### config.mk
export PLATFORM = sky130hd
export DESIGN_NAME = uart_link_pack24_flat
export DESIGN_NICKNAME = d
export VERILOG_FILES = /design/src/rtl/uart_link_pack24_if.sv /design/src/rtl/uart_link_pack24.sv /design/src/flat_wrapper.sv
export SDC_FILE = /design/constraint.sdc
export NUM_CORES = 1
export LEC_CHECK = 0
export ABC_AREA = 1
export BUFFER_PORTS_ARGS = -buffer_cell sky130_fd_sc_hd__buf_2
export CAP_MARGIN = 20
export CORE_ASPECT_RATIO = 1.5
export CORE_UTILIZATION = 53
export CTS_BUF_LIST = sky130_fd_sc_hd__clkbuf_8
export CTS_CLUSTER_SIZE = 30
export DETAILED_ROUTE_END_ITERATION = 8
export PLACE_DENSITY = 0.78
export SYNTH_ARGS = -nofsm -noshare
export SYNTH_HDL_FRONTEND = slang
export SYNTH_SLANG_ARGS = --single-unit
### constraint.sdc
create_clock -name clk -period 2.55 [get_ports clk]
set_input_delay 0.51 -clock clk [delete_from_list [all_inputs] [get_ports clk]]
set_output_delay 0.51 -clock clk [all_outputs]
set_load 0.1 [all_outputs]
### src/rtl/uart_link_pack24_if.sv
// Handshake and payload bundle for the UART link front end.
// The slave side is the link block; the master side is the host/consumer.
interface uart_link_pack24_if;
  logic        tx_valid;
  logic [7:0]  tx_in;
  logic        tx_ready;
  logic        rx_ready;
  logic [7:0]  rx_out;
  logic        rx_valid;
  logic        rx_ovr;
  logic [23:0] po;
  logic        ld;

  modport master (
    output tx_valid, tx_in, rx_ready,
    input  tx_ready, rx_out, rx_valid, rx_ovr, po, ld
  );

  modport slave (
    input  tx_valid, tx_in, rx_ready,
    output tx_ready, rx_out, rx_valid, rx_ovr, po, ld
  );
endinterface

### src/rtl/uart_link_pack24.sv
// UART link front end: 8N1 transmitter, 8N1 receiver with 2-flop synchroniser,
// and a packer that assembles three received bytes into a 24-bit word.
module uart_link_pack24 #(
  parameter int CLOCK_RATE = 10000,
  parameter int BAUD_RATE  = 300
) (
  input  logic clk,
  input  logic reset,
  input  logic enable,
  input  logic rx_in,
  output logic tx_out,
  uart_link_pack24_if.slave bus
);
  localparam int BIT_CYC  = CLOCK_RATE / BAUD_RATE;
  localparam int HALF_CYC = BIT_CYC / 2;
  localparam int CW       = $clog2(BIT_CYC + 1);

  typedef enum logic [1:0] {S_IDLE, S_START, S_DATA, S_STOP} state_t;

  // ---------------- transmitter ----------------
  state_t        r_tx_st, w_tx_st_nx;
  logic [CW-1:0] r_tx_cnt, w_tx_cnt_nx;
  logic [2:0]    r_tx_bit, w_tx_bit_nx;
  logic [7:0]    r_tx_sh, w_tx_sh_nx;
  logic          w_tx_end;
  logic          w_tx_out;

  assign w_tx_end = (r_tx_cnt == CW'(BIT_CYC - 1));

  // TX state register; reset drops straight back to idle so the line goes high at once
  always_ff @(posedge clk or posedge reset) begin
    if (reset) begin
      r_tx_st  <= S_IDLE;
      r_tx_cnt <= '0;
      r_tx_bit <= '0;
      r_tx_sh  <= '0;
    end else begin
      r_tx_st  <= w_tx_st_nx;
      r_tx_cnt <= w_tx_cnt_nx;
      r_tx_bit <= w_tx_bit_nx;
      r_tx_sh  <= w_tx_sh_nx;
    end
  end

  // TX next state: the byte is shifted right so bit 0 is always the bit on the line
  always_comb begin
    w_tx_st_nx  = r_tx_st;
    w_tx_cnt_nx = r_tx_cnt;
    w_tx_bit_nx = r_tx_bit;
    w_tx_sh_nx  = r_tx_sh;
    case (r_tx_st)
      S_IDLE: begin
        if (enable && bus.tx_valid) begin
          w_tx_st_nx  = S_START;
          w_tx_cnt_nx = '0;
          w_tx_sh_nx  = bus.tx_in;
        end
      end
      S_START: begin
        if (w_tx_end) begin
          w_tx_st_nx  = S_DATA;
          w_tx_cnt_nx = '0;
          w_tx_bit_nx = '0;
        end else begin
          w_tx_cnt_nx = r_tx_cnt + CW'(1);
        end
      end
      S_DATA: begin
        if (w_tx_end) begin
          w_tx_cnt_nx = '0;
          w_tx_sh_nx  = {1'b0, r_tx_sh[7:1]};
          if (r_tx_bit == 3'd7) w_tx_st_nx  = S_STOP;
          else                  w_tx_bit_nx = r_tx_bit + 3'd1;
        end else begin
          w_tx_cnt_nx = r_tx_cnt + CW'(1);
        end
      end
      S_STOP: begin
        if (w_tx_end) begin
          w_tx_st_nx  = S_IDLE;
          w_tx_cnt_nx = '0;
        end else begin
          w_tx_cnt_nx = r_tx_cnt + CW'(1);
        end
      end
      default: w_tx_st_nx = S_IDLE;
    endcase
  end

  // Line level decoded from the registered state only
  always_comb begin
    w_tx_out = 1'b1;
    case (r_tx_st)
      S_START: w_tx_out = 1'b0;
      S_DATA:  w_tx_out = r_tx_sh[0];
      default: w_tx_out = 1'b1;
    endcase
  end

  assign tx_out       = w_tx_out;
  assign bus.tx_ready = (r_tx_st == S_IDLE);

  // ---------------- receiver ----------------
  logic          r_sync1, r_sync2, r_sync3;
  state_t        r_rx_st, w_rx_st_nx;
  logic [CW-1:0] r_rx_cnt, w_rx_cnt_nx;
  logic [2:0]    r_rx_bit, w_rx_bit_nx;
  logic [7:0]    r_rx_sh, w_rx_sh_nx;
  logic          w_rx_end, w_rx_half, w_rx_fall, w_rx_done;
  logic [7:0]    r_rx_out;
  logic          r_rx_valid, r_rx_ovr;

  assign w_rx_end  = (r_rx_cnt == CW'(BIT_CYC - 1));
  assign w_rx_half = (r_rx_cnt == CW'(HALF_CYC - 1));
  assign w_rx_fall = r_sync3 & ~r_sync2;

  // Two-flop synchroniser plus one extra stage for falling-edge detection
  always_ff @(posedge clk or posedge reset) begin
    if (reset) begin
      r_sync1 <= 1'b1;
      r_sync2 <= 1'b1;
      r_sync3 <= 1'b1;
    end else begin
      r_sync1 <= rx_in;
      r_sync2 <= r_sync1;
      r_sync3 <= r_sync2;
    end
  end

  // RX state register
  always_ff @(posedge clk or posedge reset) begin
    if (reset) begin
      r_rx_st  <= S_IDLE;
      r_rx_cnt <= '0;
      r_rx_bit <= '0;
      r_rx_sh  <= '0;
    end else begin
      r_rx_st  <= w_rx_st_nx;
      r_rx_cnt <= w_rx_cnt_nx;
      r_rx_bit <= w_rx_bit_nx;
      r_rx_sh  <= w_rx_sh_nx;
    end
  end

  // RX next state: half-bit wait centres all later samples in their bit cells
  always_comb begin
    w_rx_st_nx  = r_rx_st;
    w_rx_cnt_nx = r_rx_cnt;
    w_rx_bit_nx = r_rx_bit;
    w_rx_sh_nx  = r_rx_sh;
    w_rx_done   = 1'b0;
    case (r_rx_st)
      S_IDLE: begin
        if (enable && w_rx_fall) begin
          w_rx_st_nx  = S_START;
          w_rx_cnt_nx = '0;
        end
      end
      S_START: begin
        if (w_rx_half) begin
          w_rx_cnt_nx = '0;
          w_rx_bit_nx = '0;
          w_rx_st_nx  = r_sync2 ? S_IDLE : S_DATA;
        end else begin
          w_rx_cnt_nx = r_rx_cnt + CW'(1);
        end
      end
      S_DATA: begin
        if (w_rx_end) begin
          w_rx_cnt_nx = '0;
          w_rx_sh_nx  = {r_sync2, r_rx_sh[7:1]};
          if (r_rx_bit == 3'd7) w_rx_st_nx  = S_STOP;
          else                  w_rx_bit_nx = r_rx_bit + 3'd1;
        end else begin
          w_rx_cnt_nx = r_rx_cnt + CW'(1);
        end
      end
      S_STOP: begin
        if (w_rx_end) begin
          w_rx_cnt_nx = '0;
          w_rx_st_nx  = S_IDLE;
          w_rx_done   = r_sync2;
        end else begin
          w_rx_cnt_nx = r_rx_cnt + CW'(1);
        end
      end
      default: w_rx_st_nx = S_IDLE;
    endcase
  end

  // Output byte register: a new byte beats a same-cycle consume; overrun is sticky
  always_ff @(posedge clk or posedge reset) begin
    if (reset) begin
      r_rx_out   <= '0;
      r_rx_valid <= 1'b0;
      r_rx_ovr   <= 1'b0;
    end else if (w_rx_done) begin
      r_rx_out   <= r_rx_sh;
      r_rx_valid <= 1'b1;
      if (r_rx_valid && !bus.rx_ready) r_rx_ovr <= 1'b1;
    end else if (r_rx_valid && bus.rx_ready) begin
      r_rx_valid <= 1'b0;
    end
  end

  assign bus.rx_out   = r_rx_out;
  assign bus.rx_valid = r_rx_valid;
  assign bus.rx_ovr   = r_rx_ovr;

  // ---------------- packer ----------------
  logic        r_vld_d;
  logic [1:0]  r_pk_cnt;
  logic [23:0] r_po;
  logic        r_ld;
  logic        w_pk_cap;

  assign w_pk_cap = r_rx_valid & ~r_vld_d;

  // Capture on the rising edge of rx_valid; a held-high valid counts as one byte
  always_ff @(posedge clk or posedge reset) begin
    if (reset) begin
      r_vld_d  <= 1'b0;
      r_pk_cnt <= '0;
      r_po     <= '0;
      r_ld     <= 1'b0;
    end else begin
      r_vld_d <= r_rx_valid;
      r_ld    <= 1'b0;
      if (w_pk_cap) begin
        case (r_pk_cnt)
          2'd0: begin r_po[23:16] <= r_rx_out; r_pk_cnt <= 2'd1; end
          2'd1: begin r_po[15:8]  <= r_rx_out; r_pk_cnt <= 2'd2; end
          2'd2: begin r_po[7:0]   <= r_rx_out; r_pk_cnt <= 2'd0; r_ld <= 1'b1; end
          default: r_pk_cnt <= 2'd0;
        endcase
      end
    end
  end

  assign bus.po = r_po;
  assign bus.ld = r_ld;
endmodule

### src/flat_wrapper.sv
// flat-port wrapper written by rule: the top's interface ports become plain ports
module uart_link_pack24_flat 
#(
  parameter int CLOCK_RATE = 10000,
  parameter int BAUD_RATE  = 300
)
  (clk, reset, enable, rx_in, tx_out, bus_tx_valid, bus_tx_in, bus_rx_ready, bus_tx_ready, bus_rx_out, bus_rx_valid, bus_rx_ovr, bus_po, bus_ld);
  uart_link_pack24_if bus_i ();
  input  logic clk;
  input  logic reset;
  input  logic enable;
  input  logic rx_in;
  output logic tx_out;
  input wire logic [$bits(bus_i.tx_valid)-1:0] bus_tx_valid;
  input wire logic [$bits(bus_i.tx_in)-1:0] bus_tx_in;
  input wire logic [$bits(bus_i.rx_ready)-1:0] bus_rx_ready;
  output wire logic [$bits(bus_i.tx_ready)-1:0] bus_tx_ready;
  output wire logic [$bits(bus_i.rx_out)-1:0] bus_rx_out;
  output wire logic [$bits(bus_i.rx_valid)-1:0] bus_rx_valid;
  output wire logic [$bits(bus_i.rx_ovr)-1:0] bus_rx_ovr;
  output wire logic [$bits(bus_i.po)-1:0] bus_po;
  output wire logic [$bits(bus_i.ld)-1:0] bus_ld;
  assign bus_i.tx_valid = bus_tx_valid;
  assign bus_i.tx_in = bus_tx_in;
  assign bus_i.rx_ready = bus_rx_ready;
  assign bus_tx_ready = bus_i.tx_ready;
  assign bus_rx_out = bus_i.rx_out;
  assign bus_rx_valid = bus_i.rx_valid;
  assign bus_rx_ovr = bus_i.rx_ovr;
  assign bus_po = bus_i.po;
  assign bus_ld = bus_i.ld;
  uart_link_pack24 #(.CLOCK_RATE(CLOCK_RATE), .BAUD_RATE(BAUD_RATE)) u_core (.clk(clk), .reset(reset), .enable(enable), .rx_in(rx_in), .tx_out(tx_out), .bus(bus_i));
endmodule
Word-level counts from Yosys, hierarchy flattened
Cells that the tools add are included.
- register bits: 79
- output and inout bits: 37
- add/subtract/negate cells: 4
- eq/ne operators: 25
- muxes and demuxes: 39
- bitwise gates (word level): 4
- reductions and logical operators: 24
- operators with widths (kind ; number):
    two-way mux 6 bit ; 5
    two-way mux 2 bit ; 11
    inequality test 2 x 1 -> 1 bit, second input constant ; 10
    two-way mux 3 bit ; 6
    one-hot mux 6 bit (3 select lines) ; 1
    two-way mux 8 bit ; 2
    one-hot mux 2 bit (4 select lines) ; 2
    one-hot mux 8 bit (2 select lines) ; 1
    adder 6 x 1 -> 6 bit, second input constant ; 2
    == test 6 bit, second input constant ; 2
    one-hot mux 3 bit (2 select lines) ; 2
    one-hot mux 6 bit (2 select lines) ; 1
    == test 2 bit, second input constant ; 5
    AND reduction 2 bit ; 5
    AND reduction 5 bit ; 2
    AND reduction 4 bit ; 2
    nonzero test 2 bit ; 4
    adder 3 x 1 -> 3 bit, second input constant ; 2
    == test 2 x 1 -> 1 bit, second input constant ; 3
    == test 3 bit, second input constant ; 2
    == test 6 x 4 -> 1 bit, second input constant ; 1
    zero test 2 bit ; 3
    two-way mux 1 bit ; 6
    logical AND 1 bit ; 4
    9 further kinds ; 12

Logic depth before layout (Yosys ltp)
Gate-level depths: netlist of the first run.
- word-level depth: 5
- mapped depth: 11
- depth with buffers taken out: 11

Worst setup path before layout of the first run
Ideal clock, no wire load.
- path kind: register to register
- start point: reg u_core.r_tx_st[0]
- end point: reg u_core.r_tx_sh[0]
- arrival time: 2188 ps
- path slack: 240 ps
- stages on the path, launching flop included: 9
- period minus slack after synthesis: 2310 ps
- path through: dfrtp_1 -> inv_1 -> ha_1 -> inv_1 -> a21oi_2 -> a21oi_4 -> nand2_4 -> buf_6 -> o21ai_2
- longest elaborated chain between the ends: 3
- elaborated cells on any way between the ends: 7
- RTL lines (item ; RTL line ; RTL):
    start, declared ; uart_link_pack24.sv:21 ; state_t r_tx_st, w_tx_st_nx;
    start signal, assigned ; uart_link_pack24.sv:38 ; r_tx_st <= w_tx_st_nx;
    zero test 2 bit (*) ; - ;
    via bus_tx_ready ; flat_wrapper.sv:17 ; output wire logic [$bits(bus_i.tx_ready)-1:0] bus_tx_ready;
    inequality test 2 x 1 -> 1 bit (no line) or nonzero test 2 bit (tied branches) ; - ;
    AND reduction 3 bit (no line) ; - ;
    end signal, assigned ; uart_link_pack24.sv:41 ; r_tx_sh <= w_tx_sh_nx;
    end, declared ; uart_link_pack24.sv:24 ; logic [7:0] r_tx_sh, w_tx_sh_nx;
Mark *: on every way through the listed nets, which the timed path passes. The rest lies on a longest branch.
A chain may end at the register's enable or synchronous reset.

Worst setup path after layout of the first run
- start point: reg u_core.r_tx_st[0]
- end point: out tx_out
- longest elaborated chain between the ends: 2
- elaborated cells on any way between the ends: 3
- RTL lines (item ; RTL line ; RTL):
    == test 2 bit or == test 2 x 1 -> 1 bit (tied branches) ; uart_link_pack24.sv:93 ; case (r_tx_st)
    one-hot mux 1 bit (2 select lines) (*) ; uart_link_pack24.sv:93 ;
    end, declared ; flat_wrapper.sv:13 ; output logic tx_out;
Every way passes the cells marked *; elsewhere a longest branch is shown, timed or not.

==> results of run 1 <==
==> layer usage <==
layer	vias to the layer above	global-route usage, %	wire, um
li1	1294	-	-
met5	-	0	0
met4	0	10.9	139
met2	52	35.9	3410
met3	13	5.74	243
met1	1219	25.5	2650
==> worst max-delay path, delay by kind of cell (launching register included) <==
family	cells	cell delay, ns
AO/OA/AOI/OAI	1	0.18
adder cells (fa/ha/maj)	1	0.20
buffers and inverters	3	0.37
flip-flops	1	0.42
AND/OR/NAND/NOR	1	0.10
==> cell type report <==
cell class                      instances  area share, %
Clock buffer                            9           3.04
Inverter                               46           4.24
Tap cell                               74           2.27
Timing Repair Buffer                   54           7.62
Clock inverter                          7           2.09
Multi-Input combinational cell        232           32.1
Sequential cell                        79           48.7
==> logic make-up (layout without fill, tap and decap cells) <==
| kind of cell | count (synthesis) | after routing | synth area share [%] |
|---|---|---|---|
| AND/OR/NAND/NOR | 125 | 125 | 15.6 |
| AO/OA/AOI/OAI | 80 | 80 | 13.3 |
| flip-flops | 79 | 79 | 56.7 |
| buffers and inverters | 53 | 116 | 6.01 |
| adder cells (fa/ha/maj) | 13 | 13 | 4.65 |
| XOR/XNOR | 7 | 7 | 1.75 |
| multiplexers | 7 | 7 | 2.00 |
==> power breakdown <==
part | total (mW) | internal [mW] | switching [mW]
sequential | 1.66 | 1.48 | 0.183
combinational | 1.50 | 0.500 | 0.997
clock | 0.982 | 0.475 | 0.507
total | 4.14 | 2.45 | 1.69
==> registers in the layout, summed over array words and instances (netlist names), named ones only <==
name	flops
u_core.bus.ld	1
u_core.bus.po	24
u_core.bus.rx_out	8
u_core.bus.rx_ovr	1
u_core.bus.rx_valid	1
u_core.r_pk_cnt	2
u_core.r_rx_bit	3
u_core.r_rx_cnt	6
u_core.r_rx_sh	8
u_core.r_rx_st	1
u_core.r_sync1	1
u_core.r_sync2	1
u_core.r_sync3	1
u_core.r_tx_bit	3
u_core.r_tx_cnt	6
u_core.r_tx_sh	8
u_core.r_tx_st	2
u_core.r_vld_d	1
==> cells in the final DEF (no fill, tap or decap), drive strengths merged, types with 2 or more instances in the layout <==
master	Yosys	routed
nand2	90	90
dfrtp	76	76
o21ai	67	67
buf	4	53
inv	46	51
nand3	16	16
ha	13	13
nor2	12	12
clkbuf	3	9
mux2i	7	7
a21oi	7	7
xor2	4	4
xnor2	3	3
o22ai	3	3
dfstp	3	3
nand4	3	3
o21a	2	2
nor3	2	2
or2	2	2
==> metrics by stage <==
stage	std cells	instance area [um^2]	setup slack [ns]
6_report	501	4070	0.425
5_1_grt	501	4070	0.293
4_1_cts	501	4070	0.397
2_1_floorplan	364	3500	0.0216
3_3_place_gp	484	3850	0.843
3_5_place_dp	484	3850	0.816
==> how the worst min path moves through the flow <==
| stage | endpoint | cells after the start | start |
|---|---|---|---|
| 2_1_floorplan | u_core.r_sync2 | 0 | u_core.r_sync1 |
| 3_3_place_gp | u_core.r_sync2 | 0 | u_core.r_sync1 |
| 3_5_place_dp | u_core.r_sync2 | 0 | u_core.r_sync1 |
| 4_1_cts | u_core.r_sync1 | 1 | rx_in |
| 5_1_grt | u_core.r_sync1 | 1 | rx_in |
| 6_report | u_core.r_sync1 | 1 | rx_in |
==> what timing repair did <==
item,4_1_cts,5_1_grt
endpoints found under the hold margin,2,0
setup endpoints to repair,0,0
hold buffers,1,0
==> reports/metrics.cfg, run 1 <==
[detailed_routing]
dr.pass1.iters = 4
initialDrtViolationCount = 194
ant_nets = 0
drcViolationCount = 0
vias = 2578
viasPerCell = 5.15
wl_per_cell_um = 12.9
totalWireLength_mm = 6.45

[critical_path]
reg2regPathDepth = 7
worst-path-max-fanout = 6
crit_path_max_incr_delay_ns = 0.42
cp_cell_sequence = inv_1 -> ha_1 -> inv_2 -> nand2_1 -> o21a_1 -> buf_12
critPathSlowestCell = dfrtp_1
cp-endpoint = tx_out
crit_arrival_ns = 1.61
r2r_slack_ns = 0.89
crit_required_ns = 2.04
critPathLaunchType = flip-flop
r2r_end = u_core.r_tx_bit[0]
reg2reg_from = u_core.r_tx_st[0]
end_kind = output port
crit_type = reg -> out
worstSetupStartpoint = u_core.r_tx_st[0]

[yosys]
ys_warn_count = 0
syn_area_per_cell_um2 = 9.60
ys.flop_type = dfrtp_1
synthArstFlopShare_pct = 100
ys_seq_elements = 79
synth_edf_count = 0
synthTopCellsByCount = 87 x nand2_1, 76 x dfrtp_1, 42 x inv_1
yosysSeqAreaShare_pct = 56.7
yosysMostFrequentCell = nand2_1
synth_top_area_share_pct = 54.4
synthesis.nets = 391
yosys-top-cells-area = dfrtp_1 54%, nand2_1 9.3%, o21ai_0 5.7%, ha_1 4.7%, inv_1 4.5%
synth_top_cell_by_area = dfrtp_1
syn_inst = 364
synth.distinct_cells = 32
netlist_area_mm2 = 0.00350

[sta]
maxSlewViolCount = 0
clock_skew_ns = 0.0111
holdWs_ns = 0.249
setup_violations = 0
finalSetupTns_ns = 0
finalCritPeriodShare_pct = 83.3
rsz0062_at_grt = no
fmax_mhz = 471
relSlewSlack_pct = 62.4
max_slew.worst_pin.slew_ns = 0.563
finalHoldViolCount = 0
fin_crit_ns = 2.12

[global_routing]
antenna_found_initial = 0
grt-ovfl-total = 0
first_global_vias = 2538
grt_pass1_wl_mm = 11.2
grtUsageTotal_pct = 21.8
grt_start_max_net_pins = 52

[placement]
portBuffers = 50
hpwlAfterDp_mm = 4.64
routabilityCongestion = 0.833

[cells_and_area]
finalNetCount = 449
drive_gt1_share_pct = 23.2
multi_input_area_mm2 = 0.00131
seq_area_mm2 = 0.00198
fillers = 512
final_util_pct = 65.0
syn2layout_area_growth_pct = 16.4
antennaDiodeCount = 0

[clock_tree]
htree_levels = 3
clockBufferDepth = 2
clkTransAtPathRegs_ns = 0.08
worstSkewPairLatency_ns = 0.36
root_buffer = clkbuf_8
cts_buffers = 9
cts_setup_buffers = 0
numClockSinks = 79
cts_tree = done
cts-resized-gates = 0

[pwr]
p_per_area_mw_per_mm2 = 1020
p_leak_nw = 2.03
irDropWorstVdd_uv = 695
power_mw = 4.14

[floorplanning]
fp-row-count = 35
ios = 51
start_util_pct = 55.8
die_y_um = 101
die_area_mm2 = 0.00693
core_mm2 = 0.00626
die_w_um = 68.3

[worst_hold_path]
hold_class = in -> reg

[outcome]
status = finished clean

[run]
cap_violations = 0

Power figures use the tool's default switching activity.
==> run 2: changes to the inputs <==
- CORE_UTILIZATION: 53 -> 59
- PLACE_DENSITY: 0.78 -> 0.82
- clock period: 2.55 -> 2.05 ns (I/O delays scaled with it)
==> reports/metrics.cfg, run 2 (synthesis gave the netlist of run 1 again) <==
[outcome]
status = finished clean

[floorplanning]
die_y_um = 96.3
ios = 51
core_mm2 = 0.00574
start_util_pct = 60.9
die_area_mm2 = 0.00624
die_w_um = 64.9
fp-row-count = 34

[run]
cap_violations = 0

[cells_and_area]
finalNonFillerCells = 498
drive_gt1_share_pct = 24.2
syn2layout_area_growth_pct = 16.4
final_common_cell = nand2_1
layout_common_cells = 86 x nand2_1, 76 x dfrtp_1, 49 x buf_2, 40 x inv_1, 40 x o21ai_0
largest_register_ffs = 24
antennaDiodeCount = 0
finalNetCount = 448

[pwr]
seqPwrFrac_pct = 40.0
power_mw = 5.18
switchingPower_mw = 2.12
irDropWorstVdd_uv = 892
p_leak_nw = 2.01
p_sw_share_pct = 40.9
power.internal_mw = 3.07
power_frac_clock_pct = 23.2
p_per_area_mw_per_mm2 = 1270
combPwrFrac_pct = 36.8

[detailed_routing]
initialDrtViolationCount = 214
ant_nets = 0
viasPerCell = 5.27
wl_per_cell_um = 13.3
dr.pass1.iters = 4
totalWireLength_mm = 6.62
vias = 2623
drcViolationCount = 0

[clock_tree]
htree_levels = 3
cts_buffers = 9
clockBufferDepth = 2
worstSkewPairLatency_ns = 0.35
root_buffer = clkbuf_8
clkTransAtPathRegs_ns = 0.09
cts_tree = done
postCtsHoldBufs = 0
numClockSinks = 79

[critical_path]
crit_type = reg -> out
reg2regPathDepth = 8
r2r_end = u_core.r_tx_sh[6]
end_kind = output port
r2r_slack_ns = 0.34
critPathLaunchType = flip-flop
reg2reg_from = u_core.r_tx_st[1]
crit_required_ns = 1.64
crit_path_max_incr_delay_ns = 0.43
cp_cell_sequence = inv_1 -> ha_2 -> buf_2
crit_arrival_ns = 1.55
critPathSlowestCell = dfrtp_1
cp_num_buf_inv = 2
worst-path-max-fanout = 4
crit_family = buffers and inverters

[sta]
relSlewSlack_pct = 61.1
maxSlewViolCount = 0
finalSetupTns_ns = 0
rsz0062_at_grt = no
max_slew.worst_pin.slew_ns = 0.582
clock_skew_ns = 0.0140
finalCritPeriodShare_pct = 95.7
finalHoldViolCount = 0
fin_crit_ns = 1.96
setup_violations = 0
fmax_mhz = 510

[worst_hold_path]
hp-start = rx_in
whs_endpoint = u_core.r_sync1
hold_class = in -> reg
whs_path_depth = 1

[global_routing]
antenna_found_initial = 0
grt-ovfl-total = 0
grtUsageTotal_pct = 22.9
grt_pass1_wl_mm = 10.7
grt_start_max_net_pins = 80
first_global_vias = 2482

[placement]
portBuffers = 50
hpwlAfterDp_mm = 4.65
routabilityCongestion = 0.872
dp.cells = 481

-- run 2: power groups by stage --
stage                     sequential [mW]  combinational (mW)  clock (mW)
after global placement               2.08                1.80           0
after floorplan                      2.11                1.47           0
after detailed placement             2.10                1.88           0
after global routing                 2.11                2.13        1.29
final                                2.07                1.91        1.20
after CTS                            2.07                1.90        1.23
-- run 2: final cells by class --
| class | instances | area [um^2] |
|---|---|---|
| clock buffer | 9 | 124 |
| clock inverter | 7 | 83.8 |
| fill | 442 | 1680 |
| inverter | 46 | 176 |
| multi-input combinational | 232 | 1310 |
| sequential | 79 | 1980 |
| tap | 72 | 90.1 |
| timing repair buffer | 53 | 300 |
-- run 2: through the flow --
step	setup WS [ns]	hold WS [ns]	util, %	area, um^2
floorplan	0.00681	0.345	-	3500
global placement	0.440	0.345	67.0	3850
finish	0.0884	0.153	70.8	4070
global route	0.00634	0.132	70.8	4070
CTS	0.00825	0.141	70.6	4060
detailed placement	0.377	0.353	67.0	3850
-- run 2: metal layers --
layer,track usage [%],wire (um)
met3,5.09,222
met4,12.0,156
met2,39.0,3450
met1,26.9,2800
met5,0,0
-- run 2: what timing repair did --
item | 4_1_cts | 5_1_grt
endpoints found under the hold margin | 0 | 0
setup endpoints to repair | 0 | 1
gates resized for setup | 0 | 3
buffers inserted | 0 | 1
-- run 2: worst max-delay path by stage --
stage / from / to / cells after the start
2_1_floorplan: u_core.r_tx_st[0] / tx_out / 5
3_3_place_gp: u_core.r_tx_st[1] / u_core.r_tx_sh[7] / 8
3_5_place_dp: u_core.r_tx_st[1] / u_core.r_tx_sh[6] / 8
4_1_cts: u_core.r_tx_st[0] / tx_out / 6
5_1_grt: u_core.r_tx_st[0] / tx_out / 6
6_report: u_core.r_tx_st[1] / bus_tx_ready / 3
